`src/rtl/bcd_conv_scheduler.sv`:
```
// Round-robin scheduler that time-shares one binary-to-BCD converter among
// NREQ requesters and holds a {tens,ones} result register per requester.
module bcd_conv_scheduler #(
    parameter int NREQ     = 3,
    parameter int CONV_LAT = 1
) (
    input  logic                clk,
    input  logic                reset_n,
    input  logic [NREQ-1:0]     req,
    input  logic [6*NREQ-1:0]   bin_in,
    output logic [5:0]          conv_bin,
    input  logic [3:0]          conv_hundred,
    input  logic [3:0]          conv_tens,
    input  logic [3:0]          conv_ones,
    output logic [NREQ-1:0]     grant,
    output logic [NREQ-1:0]     ack,
    output logic [8*NREQ-1:0]   bcd_out,
    output logic                range_err,
    output logic                busy
);

    localparam int PW = (NREQ < 2) ? 1 : $clog2(NREQ);
    localparam int CW = (CONV_LAT < 1) ? 1 : $clog2(CONV_LAT + 1);

    typedef enum logic [1:0] {
        IDLE,
        WAIT,
        DONE
    } state_t;

    state_t        state;
    state_t        state_nx;
    logic [PW-1:0] ptr;
    logic [PW-1:0] cur;
    logic [PW-1:0] sel;
    logic          found;
    logic [CW-1:0] cnt;

    // Round-robin pick: first requester above the last-served one, with wrap.
    always_comb begin
        sel   = ptr;
        found = 1'b0;
        for (int i = 1; i <= NREQ; i++) begin
            if (!found && req[PW'((int'(ptr) + i) % NREQ)]) begin
                found = 1'b1;
                sel   = PW'((int'(ptr) + i) % NREQ);
            end
        end
    end

    // NOTE: sequential state uses non-blocking assignments so every flop
    // samples pre-edge values regardless of process evaluation order.
    always_ff @(posedge clk or negedge reset_n) begin
        if (!reset_n) begin
            state <= IDLE;
        end else begin
            state <= state_nx;
        end
    end

    always_comb begin
        // NOTE: default first so no path leaves state_nx unassigned (no latch).
        state_nx = state;
        unique case (state)
            IDLE:    if (found) state_nx = WAIT;
            WAIT:    if (cnt == '0) state_nx = DONE;
            DONE:    state_nx = IDLE;
            default: state_nx = IDLE;
        endcase
    end

    always_comb begin
        busy = (state != IDLE);
    end

    // NOTE: the per-requester result registers are cleared on reset because the
    // display must show zeros after reset, not stale digits.
    always_ff @(posedge clk or negedge reset_n) begin
        if (!reset_n) begin
            conv_bin  <= '0;
            grant     <= '0;
            ack       <= '0;
            bcd_out   <= '0;
            range_err <= 1'b0;
            ptr       <= PW'(NREQ - 1);
            cur       <= '0;
            cnt       <= '0;
        end else begin
            unique case (state)
                IDLE: begin
                    if (found) begin
                        grant    <= NREQ'(1) << sel;
                        cur      <= sel;
                        conv_bin <= bin_in[6*int'(sel) +: 6];
                        cnt      <= CW'(CONV_LAT);
                    end
                end
                WAIT: begin
                    if (cnt == '0) begin
                        bcd_out[8*int'(cur) +: 8] <= {conv_tens, conv_ones};
                        ack       <= NREQ'(1) << cur;
                        // A hundreds digit can only appear if the converter saw >99.
                        range_err <= (conv_bin > 6'd59) || (conv_hundred != 4'd0);
                        grant     <= '0;
                        ptr       <= cur;
                    end else begin
                        cnt <= cnt - 1'b1;
                    end
                end
                DONE: begin
                    ack       <= '0;
                    range_err <= 1'b0;
                end
                default: ;
            endcase
        end
    end

endmodule

```
`config.mk`:
```
export PLATFORM = sky130hd
export DESIGN_NAME = bcd_conv_scheduler
export DESIGN_NICKNAME = d
export VERILOG_FILES = /design/src/rtl/bcd_conv_scheduler.sv
export SDC_FILE = /design/constraint.sdc
export NUM_CORES = 1
export LEC_CHECK = 0
export ABC_AREA = 1
export BUFFER_PORTS_ARGS = -buffer_cell sky130_fd_sc_hd__buf_2
export CORE_MARGIN = 2
export CORE_UTILIZATION = 46
export CTS_CLUSTER_SIZE = 14
export DETAILED_ROUTE_END_ITERATION = 7
export GPL_ROUTABILITY_DRIVEN = 0
export PLACE_DENSITY = 0.79
export SLEW_MARGIN = 20
export SYNTH_ARGS = -nofsm -noshare
export SYNTH_HDL_FRONTEND = slang
export SYNTH_SLANG_ARGS = --single-unit
```
`constraint.sdc`:
```
create_clock -name clk -period 1.83 [get_ports clk]
set_input_delay 0.2745 -clock clk [delete_from_list [all_inputs] [get_ports clk]]
set_output_delay 0.2745 -clock clk [all_outputs]
set_load 0.1 [all_outputs]
```
==> flow_summary.toml, run 1 <==
[global_route]
grt_usage_pct = 21.32
antenna_found_initial = 0
gr-total-overflow = 0
grt_max_degree = 45
grt_first_pass_wirelength_mm = 10.23
grt_pass1_vias = 2183

[layout]
n_fill_cell = 442
final_area_mm2 = 0.003256
num-nets-final = 440
diodes = 0
multiInputGateArea_mm2 = 0.001290
area_growth_pct = 33.50
layout.area.seq_mm2 = 0.001102
final_cell_mix = "buf_2, nand2_1, dfrtp_1"
drive_gt1_share_pct = 38.73
layout_commonest_cell = "buf_2"

[setup_path]
cp_top_family = "simple AND/OR/NAND/NOR gates"
path_cells = "ha_4 > inv_6 > nand2_1 > nand3_2 > nand2_1 > nor2_2 > nand2_2 > nand2_1 > nand2_2 > nand2_4 > nand2_4 > nor2_2 > o21ai_2 > nand2_1"
cp-start-kind = "flop"
reg2reg_depth = 14
cp_num_cells = 14
cp_max_fo = 7
path_buf_inv = 1
required_ns = 2.07
crit_path_max_incr_delay_ns = 0.59
endpoint_kind = "flop"
cp.arrival_ns = 2.21
crit_path_frequent_cell = "nand2_1"
crit_slowest_cell = "dfstp_2"
critPathKind = "reg2reg"

[detailed_routing]
vias = 2380
drtIter0Drc = 144
remaining_drc_errors = 0
via_per_inst = 5.118
wirelength_mm = 6.363
ant_nets = 0
firstDrtPassIters = 4
detail_route.wl_per_cell_um = 13.68

[status]
violations = "negative setup slack"
status = "finished with violations"

[clocking]
clock_sinks = 44
htree_levels = 2
clk-insertion-delay-late_ns = 0.30
cts_buffer_depth = 2
numCtsBuffers = 5
clk_pin_slew_ns = 0.08
cts_tree = "built"
cts_root_buffer = "clkbuf_8"

[yosys]
syn_nets = 345
syn_area_mm2 = 0.002439
avgSynthCellArea_um2 = 8.129
syn-instance-count = 300
synth_edf_count = 0
synth_cell_types = 29
yosys_warnings = 0
synth_ff_type = "dfrtp_1"
async_reset_ff_share_pct = 100.0
ys_seq_area_share_pct = 45.20
ys_seq_elements = 44

[floorplan]
io_pins = 73
initial_core_util_pct = 47.75
fp.dieW_um = 76.81
coreArea_mm2 = 0.005107
dieHeight_um = 76.81
die_area_mm2 = 0.005900
rows = 26

[min_path]
min_path_type = "in2reg"
whs_path_depth = 3

[timing]
max_slew.worst_pin.slew_ns = 0.4901
fmax_mhz = 506.2
post-route-period-util_pct = 108.0
setup_viol = 13
finalHoldViolations = 0
slew_headroom_pct = 67.21
slew_violations = 0
fin_ws_ns = -0.1457
rsz0062_at_grt = "yes"
period_needed_ns = 1.976
skew_ns = 0.005364
tns_ns = -1.106

[placement]
port_buffers = 72
placed_area_mm2 = 0.002992
dp_hpwl_mm = 4.417
place_ws_ns = -0.1209

[run]
maxCapViolCount = 0
worst reg2reg max path, cell delays in order (launching register included):
cell and delay (ns):
dfstp_2 0.59, ha_4 0.25, inv_6 0.08, nand2_1 0.06, nand3_2 0.07, nand2_1 0.06
nor2_2 0.15, nand2_2 0.09, nand2_1 0.08, nand2_2 0.06, nand2_4 0.09, nand2_4 0.08
nor2_2 0.14, o21ai_2 0.07, nand2_1 0.05
cell type report:
class / instances / share of cell area (%)
timing repair buffer: 93 / 16.49
sequential: 44 / 33.86
clock buffer: 7 / 2.959
inverter: 32 / 4.151
tap: 70 / 2.690
multi-input combinational: 218 / 39.62
timing repair inverter: 1 / 0.2306
registers in the layout (all words and copies together), names as in the netlist:
register / cells
ack: 3
grant: 3
range_err: 1
conv_bin: 6
cur: 2
ptr: 2
cnt: 1
bcd_out: 24
state: 2
metal layers:
layer | track usage, % | part of all wire, % | vias up
met5 | 0 | 0 | -
met4 | 6.909 | 1.2 | 0
met3 | 3.765 | 4.9 | 5
met2 | 34.56 | 49 | 78
met1 | 29.05 | 45 | 1111
li1 | - | - | 1186
cell usage after synthesis (all sizes together), types with 2 or more instances:
| cell | n | area [um^2] |
|---|---|---|
| nand2 | 82 | 365.3 |
| clkbuf | 4 | 15.01 |
| nor2 | 28 | 125.1 |
| ha | 10 | 125.1 |
| inv | 31 | 118.9 |
| nand3 | 33 | 197.7 |
| o21ai | 33 | 172.7 |
| a21oi | 9 | 45.04 |
| nand4 | 17 | 106.4 |
| buf | 2 | 12.51 |
| dfrtp | 43 | 1076 |
| o21a | 2 | 15.01 |
stage by stage:
stage               util [%]  instances  hold slack (ns)
floorplan                  -        300         -0.02109
global placement       58.57        450           0.2655
detailed placement     58.57        450           0.2699
CTS                    62.30        462           0.1800
global route           63.74        465           0.1969
finish                 63.74        465           0.1899
logic make-up after synthesis:
family                   Yosys count  share of synthesized area [%]
adder cells (fa/ha/maj)           10                          5.131
flip-flops                        44                          45.20
buffers and inverters             38                          6.362
AO/OA/AOI/OAI                     45                          9.902
AND/OR/NAND/NOR                  163                          33.40
final timing paths:
path | from | slack [ns] | to
worst max register to register | ptr[1] | -0.15 | conv_bin[1]
max in group asynchronous | reset_n | 1.09 | ptr[1]
worst max-delay path | ptr[1] | -0.15 | conv_bin[1]
min in group asynchronous | reset_n | 0.47 | bcd_out[20]
worst min register to register | bcd_out[8] | 0.52 | bcd_out[8]
worst min-delay path | bin_in[0] | 0.19 | conv_bin[0]
timing repair:
action | 4_1_cts | 5_1_grt
endpoints found under the setup margin | 11 | 13
resized for setup | 12 | 17
buffers inserted | 3 | 3
pin swaps | 5 | 6
endpoints found under the hold margin | 43 | 0
cloned | 1 | 0
hold buffers | 1 | 0
Power of run 1 is left out: the tool's default activity adds up to more than one toggle a clock period on the data nets, which glitch-free logic cannot reach.
==> run 2: changes to the inputs <==
- BUFFER_PORTS_ARGS: -buffer_cell sky130_fd_sc_hd__buf_2 -> not set
- CORE_UTILIZATION: 46 -> 55
- DONT_BUFFER_PORTS: not set -> 1
- PLACE_DENSITY: 0.79 -> 0.77
==> run 2 against run 1 <==
Effect of this change:
- the run still ends with negative setup slack left
- sequential cell count stayed put
- hold slack got worse by 0.10 ns
- core utilization rose by 14 points
- via count fell by 0.76%
- sequential share of layout area fell by 1.1 points
- global-route usage increased by 4.1 points
- clock skew increased by 0.0046 ns
- register-to-register slack worse by 0.18 ns
- first-iteration DRC count increased by 40%
- count of clock-buffer cells in the layout shrank 1
- design area grew 3.6%
- critical path type unchanged
- critical endpoint is now conv_bin[2]
==> flow_summary.toml, run 2 (synthesis results as in run 1) <==
[setup_path]
path_buf_inv = 1
cp_max_fo = 7
endpoint_kind = "flop"
crit_path_max_incr_delay_ns = 0.60
required_ns = 2.07
cp-start-kind = "flop"
critPathKind = "reg2reg"
crit_slowest_cell = "dfstp_2"
cp.arrival_ns = 2.39
crit_path_frequent_cell = "nand2_2"
cp_top_family = "simple AND/OR/NAND/NOR gates"
path_cells = "ha_4 > inv_6 > nand2_2 > nand3_4 > nand2_8 > nand2_2 > nand3_2 > nand2_1 > nand2_2 > nand2_4 > nand2_8 > nor2_4 > o21ai_2 > nand2_1"

[floorplan]
dieHeight_um = 70.59
initial_core_util_pct = 56.39
rows = 24
coreArea_mm2 = 0.004324
die_area_mm2 = 0.004982
io_pins = 73
fp.dieW_um = 70.59

[timing]
max_slew.worst_pin.slew_ns = 0.5120
post-route-period-util_pct = 117.7
rsz0062_at_grt = "yes"
setup_viol = 12
slew_headroom_pct = 65.74
slew_violations = 0
skew_ns = 0.009972
finalHoldViolations = 0
period_needed_ns = 2.154
holdWs_ns = 0.08976
tns_ns = -2.622
fmax_mhz = 464.4
fin_ws_ns = -0.3235

[min_path]
min_path_type = "in2reg"

[global_route]
grt_max_degree = 45
use_met1_pct = 33.46
grt_pass1_vias = 2197
grt_usage_pct = 25.44
grt_util_met3_pct = 6.553
top_usage_layer = "met2"
met2_usage_pct = 41.40
gr-total-overflow = 0
grt_first_pass_wirelength_mm = 10.05
antenna_found_initial = 0

[clocking]
cts_tree = "built"
clock_sinks = 44
numCtsBuffers = 5
clk-insertion-delay-late_ns = 0.31
htree_levels = 2
cts_root_buffer = "clkbuf_8"
clk_pin_slew_ns = 0.09
cts_buffer_depth = 2

[layout]
reg_top3 = "bcd_out (24), conv_bin (6)"
regMostFlops = "bcd_out"
area_growth_pct = 38.28
stdcell_count = 418
final_cell_mix = "nand2_1, buf_4, dfrtp_1"
layout_commonest_cell = "nand2_1"
fin_util_pct = 77.98
largest_register_ff_count = 24
drive_gt1_share_pct = 37.16
num-nets-final = 410
diodes = 0

[status]
status = "finished with violations"
violations = "negative setup slack"

[detailed_routing]
remaining_drc_errors = 0
detail_route.wl_per_cell_um = 16.75
wirelength_mm = 7.003
firstDrtPassIters = 5
ant_nets = 0
via_per_inst = 5.651
drtIter0Drc = 202
vias = 2362

[run]
maxCapViolCount = 0

[placement]
dp.cells = 397
port_buffers = 0
dp_hpwl_mm = 4.435
[run 2: cell types whose count changed in the layout (fill, tap and decap cells not counted), moves of 3 or more]
cell / previous run / this run
buf_2: 72 / 0
o21ai_2: 2 / 6
nor2_1: 20 / 12
nand3_2: 11 / 6
buf_4: 18 / 60
o21ai_1: 7 / 3
nand2_8: 0 / 4
nand3_1: 21 / 24
nor2_4: 2 / 12
[run 2: final cells by class]
| type | instances | area, um^2 |
|---|---|---|
| clock buffer | 6 | 82.58 |
| inverter | 32 | 145.1 |
| timing repair buffer | 64 | 511.7 |
| multi-input combinational | 218 | 1425 |
| tap | 52 | 65.06 |
| sequential | 44 | 1104 |
| fill | 287 | 952.2 |
| clock inverter | 2 | 38.79 |
[run 2: what timing repair did]
item / CTS / global route
gates resized for setup: 16 / 47
pin swaps: 6 / 14
cloned: 0 / 0
setup endpoints to repair: 11 / 12
buffers inserted: 4 / 7
hold buffers: 2 / 0
endpoints found under the hold margin: 44 / 0
[run 2: final timing paths]
kind	depth (start not counted)	from	slack (ns)	end
hold / removal	2	bin_in[3]	0.09	conv_bin[3]
setup / recovery	14	ptr[1]	-0.32	conv_bin[2]
hold reg to reg	2	bcd_out[16]	0.51	bcd_out[16]
min in group asynchronous	2	reset_n	0.44	grant[0]
max in group asynchronous	2	reset_n	1.11	ptr[1]
setup reg to reg	14	ptr[1]	-0.32	conv_bin[2]
[run 2: stage by stage]
step	instance area, um^2	worst slack [ns]
floorplan	2454	0.02414
global placement	2874	-0.06908
detailed placement	2874	-0.1401
CTS	3109	-0.09604
global route	3372	-0.4028
finish	3372	-0.3235
[run 2: routing by layer]
layer | wire length, um | vias up
met1 | 2895 | 1110
met2 | 3493 | 104
li1 | - | 1128
met5 | 0 | -
met3 | 442 | 20
met4 | 171 | 0
Power of run 2 is left out for the same reason.
==> run 3: changes to the inputs <==
- CORE_ASPECT_RATIO: not set -> 0.7
==> run 3 against run 2 <==
Effect of this change:
- the flow still finishes with violations (negative setup slack)
- count of clock-buffer cells in the layout did not move
- critical path depth fell by 1
- sequential share of layout area rose by 0.94 points
- hold slack is essentially flat
- largest cell class unchanged
- via count grew 0.80%
- design area down 2.9%
- sequential cell count unchanged
- global-route usage is 2.1 points higher
==> flow_summary.toml, run 3 (synthesis results as in run 1) <==
[detailed_routing]
drtIter0Drc = 220
ant_nets = 0
wirelength_mm = 7.144
wirelength_met1_mm = 3.187
dr_wl_met3_um = 605
met2_wirelength_mm = 3.230
remaining_drc_errors = 0
detail_route.wl_per_cell_um = 17.13
firstDrtPassIters = 5
via_per_inst = 5.710
vias = 2381
dr.max_layer_used = "met4"

[layout]
stdcell_count = 417
largest_register_ff_count = 24
reg_top3 = "bcd_out (24), conv_bin (6)"
layout_commonest_cell = "nand2_1"
regMostFlops = "bcd_out"
n_fill_cell = 293
final_cell_mix = "nand2_1, buf_4, dfrtp_1"
diodes = 0
num-nets-final = 406
area_growth_pct = 34.27
drive_gt1_share_pct = 34.81

[setup_path]
critPathKind = "reg2reg"
cp.arrival_ns = 2.27
cp_num_cells = 13
reg2reg_depth = 13
crit_slowest_cell = "dfstp_2"
cp_max_fo = 7
path_cells = "inv_2 > ha_1 > inv_1 > nand3_2 > o21ai_4 > nand3_4 > inv_8 > nand2_4 > nand2_4 > nand2_8 > nor2_2 > o21ai_1 > nand2_1"
crit_path_frequent_cell = "nand2_4"
required_ns = 2.07
cp_top_family = "simple AND/OR/NAND/NOR gates"
cp-start-kind = "flop"
endpoint_kind = "flop"
crit_path_max_incr_delay_ns = 0.58
path_buf_inv = 3

[run]
maxCapViolCount = 0

[floorplan]
initial_core_util_pct = 56.66
rows = 20
io_pins = 73
dieHeight_um = 59.71
fp.dieW_um = 83.59
coreArea_mm2 = 0.004304
die_area_mm2 = 0.004991

[status]
violations = "negative setup slack"
status = "finished with violations"

[global_route]
grt_usage_pct = 27.50
grt_first_pass_wirelength_mm = 10.55
gr-total-overflow = 0
grt_max_degree = 45
grt_pass1_vias = 2117
antenna_found_initial = 0

[timing]
fin_ws_ns = -0.1962
slew_headroom_pct = 64.84
period_needed_ns = 2.026
fmax_mhz = 493.5
max_slew.worst_pin.slew_ns = 0.5255
slew_violations = 0
post-route-period-util_pct = 110.7
rsz0062_at_grt = "yes"
finalHoldViolations = 0
skew_ns = 0.003817
setup_viol = 11

[clocking]
cts_root_buffer = "clkbuf_8"
clk-insertion-delay-late_ns = 0.30
clock_sinks = 44
htree_levels = 2
cts_buffer_depth = 2
clk_pin_slew_ns = 0.08
numCtsBuffers = 5
cts_tree = "built"

[placement]
port_buffers = 0
dp.cells = 401
dp_hpwl_mm = 4.854

[min_path]
whs_path_depth = 2
min_path_type = "in2reg"
-- run 3: area by class of cell --
class | count | area [um^2] | share of cell area (%)
Multi-Input combinational cell | 218 | 1386 | 42.34
Sequential cell | 44 | 1102 | 33.66
Timing Repair Buffer | 60 | 481.7 | 14.71
Inverter | 32 | 142.6 | 4.356
Clock buffer | 6 | 82.58 | 2.522
Tap cell | 55 | 68.82 | 2.102
Clock inverter | 2 | 10.01 | 0.3057
-- run 3: final timing paths --
check | startpoint | endpoint | slack [ns]
min in group asynchronous | reset_n | bcd_out[19] | 0.45
setup / recovery | ptr[1] | conv_bin[3] | -0.20
setup reg to reg | ptr[1] | conv_bin[3] | -0.20
hold reg to reg | bcd_out[20] | bcd_out[20] | 0.52
max in group asynchronous | reset_n | ptr[1] | 1.10
hold / removal | bin_in[4] | conv_bin[4] | 0.09
-- run 3: routing by layer --
layer	track usage (%)	vias to the layer above
met5	0	-
met2	40.57	137
li1	-	1115
met4	5.991	0
met1	39.73	1114
met3	9.254	15
-- run 3: what timing repair did --
item / in CTS / in global routing
hold endpoints to repair: 44 / 0
cloned: 0 / 0
buffers inserted: 5 / 1
gates resized for setup: 23 / 28
hold buffers: 2 / 0
pin swaps: 13 / 11
endpoints found under the setup margin: 12 / 14
-- run 3: stage by stage --
stage	setup TNS, ns	cell area, um^2	setup WS, ns	util, %	hold slack [ns]
2_1_floorplan	0	2454	0.02414	-	-0.02109
3_5_place_dp	-1.097	2885	-0.1482	67.03	-0.02054
3_3_place_gp	-0.2780	2885	-0.05312	67.03	-0.02045
5_1_grt	-2.505	3274	-0.2769	76.08	0.07883
4_1_cts	-0.7419	3142	-0.1083	72.99	0.08901
6_report	-1.491	3274	-0.1962	76.08	0.08956
-- run 3: worst reg2reg max path, delay by kind of cell, from the launching register on --
kind            cells  cell delay, ns
simple gates        7            0.69
buf+inv             3            0.30
compound gates      2            0.18
flops               1            0.58
fa+ha+maj           1            0.22
Power of run 3 is left out for the same reason.
